$ cat config.mk
export PLATFORM = sky130hd
export DESIGN_NAME = microwave_ctrl_p
export DESIGN_NICKNAME = d
export VERILOG_FILES = /design/src/rtl/microwave_pkg.sv /design/src/rtl/cook_history_buf.sv /design/src/rtl/microwave_ctrl_p.sv
export SDC_FILE = /design/constraint.sdc
export NUM_CORES = 1
export LEC_CHECK = 0
export CAP_MARGIN = 20
export CORE_MARGIN = 5
export CORE_UTILIZATION = 30
export CTS_CLUSTER_DIAMETER = 150
export DETAILED_ROUTE_END_ITERATION = 16
export HOLD_SLACK_MARGIN = 0.02
export PLACE_DENSITY = 0.5
export SLEW_MARGIN = 40
export SYNTH_ARGS = -nofsm -noshare
export SYNTH_HDL_FRONTEND = slang
export SYNTH_SLANG_ARGS = --single-unit
$ cat constraint.sdc
create_clock -name clk_i -period 7.6 [get_ports clk_i]
set_clock_uncertainty 0.05 [all_clocks]
set_input_delay 1.52 -clock clk_i [delete_from_list [all_inputs] [get_ports clk_i]]
set_output_delay 1.52 -clock clk_i [all_outputs]
set_load 0.02 [all_outputs]
$ cat src/rtl/microwave_pkg.sv
// Shared types and helpers for the parametrised microwave controller.
package microwave_pkg;

  typedef enum logic [2:0] {
    StIdle  = 3'd0,
    StCook  = 3'd1,
    StPause = 3'd2,
    StDone  = 3'd3
  } state_e;

  typedef enum logic [1:0] {
    ModeManual  = 2'b00,
    ModePresetA = 2'b01,
    ModePresetB = 2'b10,
    ModeDefrost = 2'b11
  } mode_e;

  // Zero means "lowest", over-range clamps; defrost halves but never drops to zero.
  function automatic int unsigned clamp_level(input int unsigned lvl, input int unsigned max_lvl,
                                              input logic defrost);
    int unsigned l;
    l = (lvl == 32'd0) ? 32'd1 : ((lvl > max_lvl) ? max_lvl : lvl);
    if (defrost) l = ((l >> 1) == 32'd0) ? 32'd1 : (l >> 1);
    return l;
  endfunction

endpackage

$ cat src/rtl/cook_history_buf.sv
// Circular log of completed cook times; index 0 reads the most recent entry.
module cook_history_buf #(
  parameter int unsigned DEPTH = 8,
  parameter int unsigned W     = 13,
  localparam int unsigned IdxW = $clog2(DEPTH)
) (
  input  logic            clk_i,
  input  logic            reset_ni,
  input  logic            wr_en_i,
  input  logic [W-1:0]    wr_data_i,
  input  logic            rd_en_i,
  input  logic [IdxW-1:0] rd_idx_i,
  output logic [W-1:0]    rd_data_o,
  output logic [IdxW:0]   count_o
);

  logic [W-1:0]    mem_q [DEPTH];
  logic [IdxW-1:0] wptr_q;
  logic [IdxW:0]   count_q;
  logic [W-1:0]    rd_data_q;
  logic [IdxW-1:0] rd_addr;

  // Power-of-two depth makes the modular walk back from the write pointer free.
  assign rd_addr = wptr_q - 1'b1 - rd_idx_i;

  always_ff @(posedge clk_i) begin
    if (!reset_ni) begin
      wptr_q    <= '0;
      count_q   <= '0;
      rd_data_q <= '0;
    end else begin
      if (wr_en_i) begin
        wptr_q <= wptr_q + 1'b1;
        if (count_q != (IdxW + 1)'(DEPTH)) count_q <= count_q + 1'b1;
      end
      if (rd_en_i) begin
        rd_data_q <= ({1'b0, rd_idx_i} < count_q) ? mem_q[rd_addr] : '0;
      end
    end
  end

  // Storage needs no reset: stale entries are hidden behind count_q.
  always_ff @(posedge clk_i) begin
    if (wr_en_i) mem_q[wptr_q] <= wr_data_i;
  end

  assign rd_data_o = rd_data_q;
  assign count_o   = count_q;

endmodule

$ cat src/rtl/microwave_ctrl_p.sv
// Microwave controller: timed cook with pause, presets, defrost, door interlock and history.
module microwave_ctrl_p
  import microwave_pkg::*;
#(
  parameter int unsigned TICKS_PER_SEC = 100,
  parameter int unsigned TIME_W        = 13,
  parameter int unsigned MAX_SEC       = 5999,
  parameter int unsigned STEP_SEC      = 30,
  parameter int unsigned HEAT_W        = 4,
  parameter int unsigned MAX_LEVEL     = 10,
  parameter int unsigned PRESET_A      = 60,
  parameter int unsigned PRESET_B      = 120,
  parameter int unsigned PRESET_D      = 300,
  parameter int unsigned BEEP_SEC      = 3,
  parameter int unsigned HIST_DEPTH    = 8,
  localparam int unsigned HistIdxW     = $clog2(HIST_DEPTH)
) (
  input  logic                clk_i,
  input  logic                reset_ni,
  input  logic                start_i,
  input  logic                stop_i,
  input  logic                door_i,
  input  logic                inc_i,
  input  logic                dec_i,
  input  logic [1:0]          mode_i,
  input  logic [HEAT_W-1:0]   level_in_i,
  input  logic                hist_rd_en_i,
  input  logic [HistIdxW-1:0] hist_rd_idx_i,
  output logic                lamp_door_o,
  output logic [HEAT_W-1:0]   heat_o,
  output logic [TIME_W-1:0]   remaining_sec_o,
  output logic [2:0]          state_o,
  output logic                done_pulse_o,
  output logic                beep_o,
  output logic [TIME_W-1:0]   hist_rd_data_o,
  output logic [HistIdxW:0]   hist_count_o
);

  localparam int unsigned PreW  = $clog2(TICKS_PER_SEC + 1);
  localparam int unsigned BeepW = $clog2(BEEP_SEC + 1);

  state_e              state_q, state_d;
  logic [TIME_W-1:0]   rem_q, rem_d, prog_q, prog_d;
  logic [PreW-1:0]     pre_q, pre_d;
  logic [HEAT_W-1:0]   level_q, level_d;
  logic [BeepW-1:0]    beep_sec_q, beep_sec_d;
  logic                done_q, done_d;
  logic                start_q, stop_q, inc_q, dec_q;
  logic                start_edge, stop_edge, inc_edge, dec_edge;
  logic                tick, hist_we;

  assign start_edge = start_i & ~start_q;
  assign stop_edge  = stop_i & ~stop_q;
  assign inc_edge   = inc_i & ~inc_q;
  assign dec_edge   = dec_i & ~dec_q;
  assign tick       = (pre_q == PreW'(TICKS_PER_SEC - 1));

  function automatic logic [TIME_W-1:0] sat_add(input logic [TIME_W-1:0] x);
    logic [TIME_W:0] s;
    s = {1'b0, x} + (TIME_W + 1)'(STEP_SEC);
    return (s > (TIME_W + 1)'(MAX_SEC)) ? TIME_W'(MAX_SEC) : s[TIME_W-1:0];
  endfunction

  function automatic logic [TIME_W-1:0] sat_sub(input logic [TIME_W-1:0] x);
    return (x >= TIME_W'(STEP_SEC)) ? x - TIME_W'(STEP_SEC) : '0;
  endfunction

  always_comb begin
    state_d    = state_q;
    rem_d      = rem_q;
    prog_d     = prog_q;
    pre_d      = pre_q;
    level_d    = level_q;
    beep_sec_d = beep_sec_q;
    done_d     = 1'b0;
    hist_we    = 1'b0;
    unique case (state_q)
      StIdle: begin
        // An ignored start still consumes the cycle, so inc/dec lose to it.
        if (!door_i && !stop_edge) begin
          if (start_edge) begin
            case (mode_e'(mode_i))
              ModePresetA: rem_d = TIME_W'(PRESET_A);
              ModePresetB: rem_d = TIME_W'(PRESET_B);
              ModeDefrost: rem_d = TIME_W'(PRESET_D);
              default:     rem_d = rem_q;
            endcase
            if (rem_d != '0) begin
              state_d = StCook;
              pre_d   = '0;
              prog_d  = rem_d;
              level_d = HEAT_W'(clamp_level(32'(level_in_i), MAX_LEVEL, mode_i == ModeDefrost));
            end
          end else if (inc_edge && !dec_edge) begin
            rem_d = sat_add(rem_q);
          end else if (dec_edge && !inc_edge) begin
            rem_d = sat_sub(rem_q);
          end
        end
      end
      StCook: begin
        if (door_i || stop_edge) begin
          state_d = StPause;
        end else begin
          if (start_edge) begin
            rem_d  = sat_add(rem_q);
            prog_d = sat_add(prog_q);
          end
          pre_d = tick ? '0 : pre_q + 1'b1;
          if (tick) begin
            rem_d = rem_d - 1'b1;
            if (rem_d == '0) begin
              state_d    = StDone;
              done_d     = 1'b1;
              hist_we    = 1'b1;
              pre_d      = '0;
              beep_sec_d = '0;
            end
          end
        end
      end
      StPause: begin
        if (!door_i) begin
          if (stop_edge) begin
            state_d = StIdle;
            rem_d   = '0;
          end else if (start_edge) begin
            state_d = StCook;
          end
        end
      end
      StDone: begin
        if (door_i || stop_edge) begin
          state_d = StIdle;
        end else begin
          pre_d = tick ? '0 : pre_q + 1'b1;
          if (tick) begin
            if (beep_sec_q == BeepW'(BEEP_SEC - 1)) state_d = StIdle;
            else beep_sec_d = beep_sec_q + 1'b1;
          end
        end
      end
      default: state_d = StIdle;
    endcase
  end

  always_ff @(posedge clk_i) begin
    if (!reset_ni) begin
      state_q    <= StIdle;
      rem_q      <= '0;
      prog_q     <= '0;
      pre_q      <= '0;
      level_q    <= '0;
      beep_sec_q <= '0;
      done_q     <= 1'b0;
      start_q    <= 1'b0;
      stop_q     <= 1'b0;
      inc_q      <= 1'b0;
      dec_q      <= 1'b0;
    end else begin
      state_q    <= state_d;
      rem_q      <= rem_d;
      prog_q     <= prog_d;
      pre_q      <= pre_d;
      level_q    <= level_d;
      beep_sec_q <= beep_sec_d;
      done_q     <= done_d;
      start_q    <= start_i;
      stop_q     <= stop_i;
      inc_q      <= inc_i;
      dec_q      <= dec_i;
    end
  end

  cook_history_buf #(
    .DEPTH (HIST_DEPTH),
    .W     (TIME_W)
  ) u_hist (
    .clk_i     (clk_i),
    .reset_ni  (reset_ni),
    .wr_en_i   (hist_we),
    .wr_data_i (prog_d),
    .rd_en_i   (hist_rd_en_i),
    .rd_idx_i  (hist_rd_idx_i),
    .rd_data_o (hist_rd_data_o),
    .count_o   (hist_count_o)
  );

  // Heat is gated by the live door input so opening it kills power in the same cycle.
  assign heat_o          = (state_q == StCook && !door_i) ? level_q : '0;
  assign lamp_door_o     = door_i | (state_q == StCook);
  assign remaining_sec_o = rem_q;
  assign state_o         = state_q;
  assign done_pulse_o    = done_q;
  assign beep_o          = (state_q == StDone);

endmodule

# Word-level counts from Yosys, hierarchy flattened
# Memories as Yosys holds them, arrays and structs flattened.
# Index checks and enable logic that the tools add are counted.
word_totals:
  register_bits: 67
  ramBits: 104
  in_bits: 17
  output_inout_bits: 40
  wordCells: 154
  mem_count: 1
memory_table:
  columns: ["name", "depth", "word_bits", "read_ports", "rd_ports_with_merged_regs", "wr", "line_no", "rtl"]
  rows:
  - ["u_hist.mem_q", 8, 13, 1, 0, 1, "cook_history_buf.sv:17", "logic [W-1:0] mem_q [DEPTH];"]
op_classes:
  addsub: 10
  n_lt_le_gt_ge: 5
  eq_ne: 26
  mux: 66
  bitwise_logic: 9
  reduce_logical: 23
ops:
  columns: ["op", "n"]
  rows:
  - ["2-to-1 mux 13 bit", 23]
  - ["case mux 13 bit (3 select lines)", 2]
  - ["2-to-1 mux 7 bit", 8]
  - ["2-to-1 mux 3 bit", 13]
  - ["logical NOT 32 bit", 1]
  - ["adder 13 x 5 -> 14 bit (second input constant)", 2]
  - ["greater-than comparator 14 x 13 -> 1 bit (second input constant)", 2]
  - ["case mux 13 bit (2 select lines)", 1]
  - ["case mux 7 bit (3 select lines)", 1]
  - ["inequality test 2 bit (second input constant)", 10]
  - ["2-to-1 mux 4 bit", 4]
  - ["greater-or-equal comparator 13 x 5 -> 1 bit (second input constant)", 1]
  - ["logical NOT 13 bit", 1]
  - ["nonzero test 13 bit", 1]
  - ["subtractor 13 x 1 -> 13 bit (second input constant)", 1]
  - ["subtractor 13 x 5 -> 13 bit (second input constant)", 1]
  - ["2-to-1 mux 2 bit", 6]
  - ["case mux 3 bit (4 select lines)", 1]
  - ["AND reduction 6 bit", 2]
  - ["inequality test 3 bit (second input constant)", 3]
  - ["AND reduction 9 bit", 1]
  - ["inequality test 4 bit (second input constant)", 2]
  - ["adder 7 x 1 -> 7 bit (second input constant)", 1]
  - ["== test 7 bit (second input constant)", 1]
  - ["other kinds (28)", 50]

# Longest topological paths before layout
depth:
  ltp_word: 14
  mapped_depth: 21
  mapped_depth_nobuf: 18

# Hierarchy
# Synthesis repeated with hierarchy kept, for this count alone.
unflattened:
  hier_cells: 967
  hier_area_um2: 9783.1
by_module_without_submodules:
  columns: ["mod", "n_inst", "cells_each", "area_each_um2"]
  rows:
  - ["microwave_ctrl_p", 1, 716, 4919.7]
  - ["cook_history_buf", 1, 251, 4863.4]

# Worst setup path before layout
# OpenSTA, ideal clock, no wires.
synth_timing:
  path_type: "flip-flop to flip-flop"
  startpoint: "reg rem_q[1] (netlist: remaining_sec_o[1])"
  endpoint: "mem u_hist.mem_q[2][0], enable pin"
  t_arrival_ns: 5.833
  required_ns: 7.128
  setup_slack_ns: 1.296
  path_stages_with_launch: 22
  synth_period_minus_slack_ns: 6.304
  path_cell_list: "dfxtp_1 > buf_2 > clkbuf_1 > inv_1 > ha_1 > nor3b_2 > nand4b_1 > a211oi_1 > nor2_1 > buf_2 > nand3_1 > a21oi_1 > ha_1 > nand2_1 > nor2_1 > a31oi_4 > a211oi_1 > nor4b_2 > or2_2 > nand4_1 > nor2_1 > nor4b_1"
synth_via:
  elab_chain_len: 14
synth_lines:
  columns: ["element", "line_no", "rtl"]
  rows:
  - ["start: declaration", "microwave_ctrl_p.sv:43", "logic [TIME_W-1:0] rem_q, rem_d, prog_q, prog_d;"]
  - ["start signal: assignment", "microwave_ctrl_p.sv:162", "rem_q <= rem_d;"]
  - ["adder 13 x 5 -> 14 bit", "microwave_ctrl_p.sv:60", "s = {1'b0, x} + (TIME_W + 1)'(STEP_SEC);"]
  - ["greater-than comparator 14 x 13 -> 1 bit", "microwave_ctrl_p.sv:61", "return (s > (TIME_W + 1)'(MAX_SEC)) ? TIME_W'(MAX_SEC) : s[TIME_W-1:0];"]
  - ["2-to-1 mux 13 bit", "microwave_ctrl_p.sv:61", null]
  - ["2-to-1 mux 13 bit (*)", "microwave_ctrl_p.sv:105", "if (start_edge) begin"]
  - ["2-to-1 mux 13 bit (*)", "microwave_ctrl_p.sv:102", "if (door_i || stop_edge) begin"]
  - ["2-to-1 mux 13 bit (*)", "microwave_ctrl_p.sv:77", "unique case (state_q)"]
  - ["subtractor 13 x 1 -> 13 bit (*)", "microwave_ctrl_p.sv:111", "rem_d = rem_d - 1'b1;"]
  - ["logical NOT 13 bit (*)", "microwave_ctrl_p.sv:112", "if (rem_d == '0) begin"]
  - ["2-to-1 mux 1 bit (*)", "microwave_ctrl_p.sv:112", null]
  - ["2-to-1 mux 1 bit (*)", "microwave_ctrl_p.sv:110", "if (tick) begin"]
  - ["2-to-1 mux 1 bit (*)", "microwave_ctrl_p.sv:102", null]
  - ["2-to-1 mux 1 bit (*)", "microwave_ctrl_p.sv:77", null]
  - ["2-to-1 mux 1 bit (*)", "cook_history_buf.sv:44", "if (wr_en_i) mem_q[wptr_q] <= wr_data_i;"]
  - ["2-to-1 mux 1 bit (implied by the code) (*)", "cook_history_buf.sv:44", null]
  - ["end: declaration", "cook_history_buf.sv:17", null]
# Every way passes the cells marked *; elsewhere a longest branch is shown, timed or not. The select of a mux whose other input is x is not followed.

# Worst setup path in the final report
layout_timing:
  startpoint: "reg rem_q[2] (netlist: remaining_sec_o[2])"
  endpoint: "mem u_hist.mem_q[6][9], enable pin"
# Same word-level chain as after synthesis.

==> flow_metrics.py <==
metrics = {
    "run_status": {
        "status": "complete, no violations",
    },
    "power": {
        "seqPwrFrac_pct": 32.2,
        "power_density_mw_per_mm2": 338,
        "swShare_pct": 42.0,
        "combinationalPowerShare_pct": 42.8,
        "clkPwrFrac_pct": 25.0,
        "p_switching_mw": 1.60,
        "leakagePower_nw": 3.82,
        "ir_drop_uv": 170,
        "internal-power_mw": 2.22,
    },
    "placement": {
        "placed_area_mm2": 0.0106,
        "dp_slack_ns": 1.40,
        "place_congestion": 0.934,
        "dp_cells": 1350,
        "dp_hpwl_um": 20500,
        "port_buffers": 55,
    },
    "sta": {
        "post-route-worst-setup-slack_ns": 1.60,
        "setup_viol": 0,
        "maxSlewViolCount": 0,
        "final-hold-violation-count": 0,
        "worst_pin_slew_ns": 0.784,
        "rsz0062_at_grt": "false",
        "fin_tns_setup_ns": 0,
        "min_period_ns": 6.00,
        "fin_crit_sh_pct": 79.0,
        "max_freq_mhz": 167,
        "max-slew-margin-rel_pct": 47.5,
    },
    "logic_synthesis": {
        "synthSimpleGateAreaFrac_pct": 18.5,
        "synth-main-ff-cell": "edfxtp_1",
        "synth_top_area_share_pct": 32.2,
        "avgSynthCellArea_um2": 10.3,
        "ys_ff_latch": 170,
        "yosys.cell_count.top_type": "edfxtp_1",
        "synth_edf_count": 104,
        "synth_area_leader_cell": "edfxtp_1",
        "synth_compound_area_share_pct": 16.4,
        "synth_warnings": 0,
        "synth_top_family_by_area": "simple AND/OR/NAND/NOR gates",
        "ys_top_cells_by_count": "edfxtp_1, nor2_1, nand2_1",
        "ys_seq_area_share_pct": 45.8,
        "synth_xor_area_share_pct": 3.34,
        "synth_adder_area_share_pct": 3.04,
        "syn-cell-area_mm2": 0.00970,
        "muxShareOfSynthArea_pct": 8.82,
        "synthArstFlopShare_pct": 0,
        "synth.net_count": 981,
        "syn_inst": 941,
        "synth_cell_types": 94,
        "synthTopCellsByArea": "edfxtp_1, dfxtp_1, mux4_2",
    },
    "routing": {
        "met3_length_um": 1640,
        "wl_per_cell_um": 21.1,
        "drc": 0,
        "routed.top_layer": "met4",
        "drt_iter0_drc": 947,
        "wl_um": 29200,
        "wl_met2_um": 14400,
        "viasPerCell": 5.49,
        "met1_length_um": 12300,
        "drt_first_pass_iters": 5,
        "num_vias": 7593,
        "drtAntennaViolNets": 0,
    },
    "cts": {
        "clk_latency_ns": 0.44,
        "cts_hold_buf": 0,
        "cts_max_path_buffers": 2,
        "cts-root-buf": "clkbuf_16",
        "clock-sinks": 170,
        "clk_pin_slew_ns": 0.07,
        "post-cts-setup-buffers": 0,
        "cts_tree": "done",
        "htree_levels": 4,
        "ctsResizeCount": 0,
        "cts_made_buffers": 17,
    },
    "setup_path": {
        "cp-start-kind": "flip-flop",
        "cp-end-kind": "flip-flop",
        "timing_worst_setup_path_type": "flip-flop to flip-flop",
        "cp_max_fo": 15,
        "worstPathArrival_ns": 6.01,
        "required_ns": 7.61,
    },
    "global_route": {
        "grt-ovfl-total": 0,
        "grt_pass1_vias": 7316,
        "grt_pass1_wl_um": 44700,
        "antenna_found_initial": 0,
        "grt_max_degree": 35,
        "track_usage_pct": 16.2,
    },
    "finish": {
        "stdcell_count": 1383,
        "drive_gt1_share_pct": 13.3,
        "fin_area_mm2": 0.0113,
        "final_nets": 1008,
        "final_core_util_pct": 35.6,
        "diodes": 0,
        "synthToLayoutAreaGrowth_pct": 16.5,
    },
    "floorplanning": {
        "initial_utilization_pct": 30.6,
        "die_x_um": 190,
        "dieArea_mm2": 0.0360,
        "die_h_um": 190,
        "fp.coreArea_mm2": 0.0317,
        "rows": 65,
        "ioPinCount": 57,
    },
    "worst_hold_path": {
        "hp-class": "flip-flop to flip-flop",
    },
    "job": {
        "maxCapViolCount": 0,
    },
}
-- state kept, by name, indices dropped and copies added, names as in the netlist --
register	flops
state_o	2
remaining_sec_o	13
stop_q	1
start_q	1
u_hist.rd_data_o	13
u_hist.mem_q	104
pre_q	7
dec_q	1
inc_q	1
u_hist.wptr_q	3
level_q	4
u_hist.count_o	4
prog_q	13
done_pulse_o	1
beep_sec_q	2
-- worst max-delay path, stage by stage, from the launching register on --
cell and delay, ns:
dfxtp_1 0.50, inv_1 0.24, ha_1 0.33, or3b_4 0.47, or4_4 0.44, a221oi_4 0.37, nand3_4 0.28, nand2_1 0.20
a21oi_1 0.12, ha_1 0.27, a21oi_1 0.18, o21ai_0 0.11, a311oi_2 0.29, o211a_1 0.23, o211a_1 0.19, nand4_1 0.24
nor2_1 0.38, and4b_1 0.69
-- cell families after synthesis --
group,after synthesis
other,1
adder cells (fa/ha/maj),23
AO/OA/AOI/OAI,226
flip-flops,170
multiplexers,51
XOR/XNOR,37
buffers and inverters,97
AND/OR/NAND/NOR,336
-- power by group through the flow --
stage	Clock [mW]	Combinational (mW)	Sequential, mW
finish	0.957	1.63	1.23
global route	1.02	1.77	1.24
CTS	0.978	1.61	1.22
detailed placement	0	1.60	1.24
global placement	0	1.61	1.25
floorplan	0	1.16	1.16
-- placed cells by master (no fill, tap or decap), types with 22 or more instances in the layout --
cell             Yosys  routed
nand2_1             73      73
mux4_2              26      26
o21ai_0             42      42
nand2b_1            22      22
edfxtp_1           104     104
a21oi_1             58      58
nor2_1              89      87
dfxtp_1             66      65
clkdlybuf4s50_1      0      55
xnor2_1             24      24
inv_1               32      32
nand3_1             31      31
-- area by class of cell --
type | instances | area [um2]
clock inverters | 13 | 206
repair buffers | 72 | 676
fillers | 3151 | 20400
multi-input cells | 674 | 4910
clock buffers | 19 | 433
inverters | 33 | 124
flip-flops and latches | 170 | 4450
well taps | 402 | 503
-- per-layer routing --
| metal | track usage [%] | up-vias |
|---|---|---|
| met5 | 0 | - |
| met3 | 3.10 | 58 |
| met2 | 26.8 | 288 |
| li1 | - | 3593 |
| met4 | 6.04 | 0 |
| met1 | 21.0 | 3654 |
-- worst paths after layout --
check                                   start                          endpoint  slack (ns)  depth (start not counted)
max           remaining_sec_o[2]$_SDFFE_PN0P_      u_hist.mem_q[6][9]$_DFFE_PP_        1.60                         17
min          u_hist.rd_data_o[6]$_SDFFE_PN0P_  u_hist.rd_data_o[6]$_SDFFE_PN0P_        0.42                          2
max reg2reg   remaining_sec_o[2]$_SDFFE_PN0P_      u_hist.mem_q[6][9]$_DFFE_PP_        1.60                         17
min reg2reg  u_hist.rd_data_o[6]$_SDFFE_PN0P_  u_hist.rd_data_o[6]$_SDFFE_PN0P_        0.42                          2
-- through the flow --
stage	hold slack [ns]	power, mW
final	0.416	3.82
after global routing	0.446	4.04
after global placement	0.404	2.85
after floorplan	0.377	2.33
after CTS	0.418	3.81
after detailed placement	0.406	2.84
Note: power is estimated with default switching activity, not from simulation.
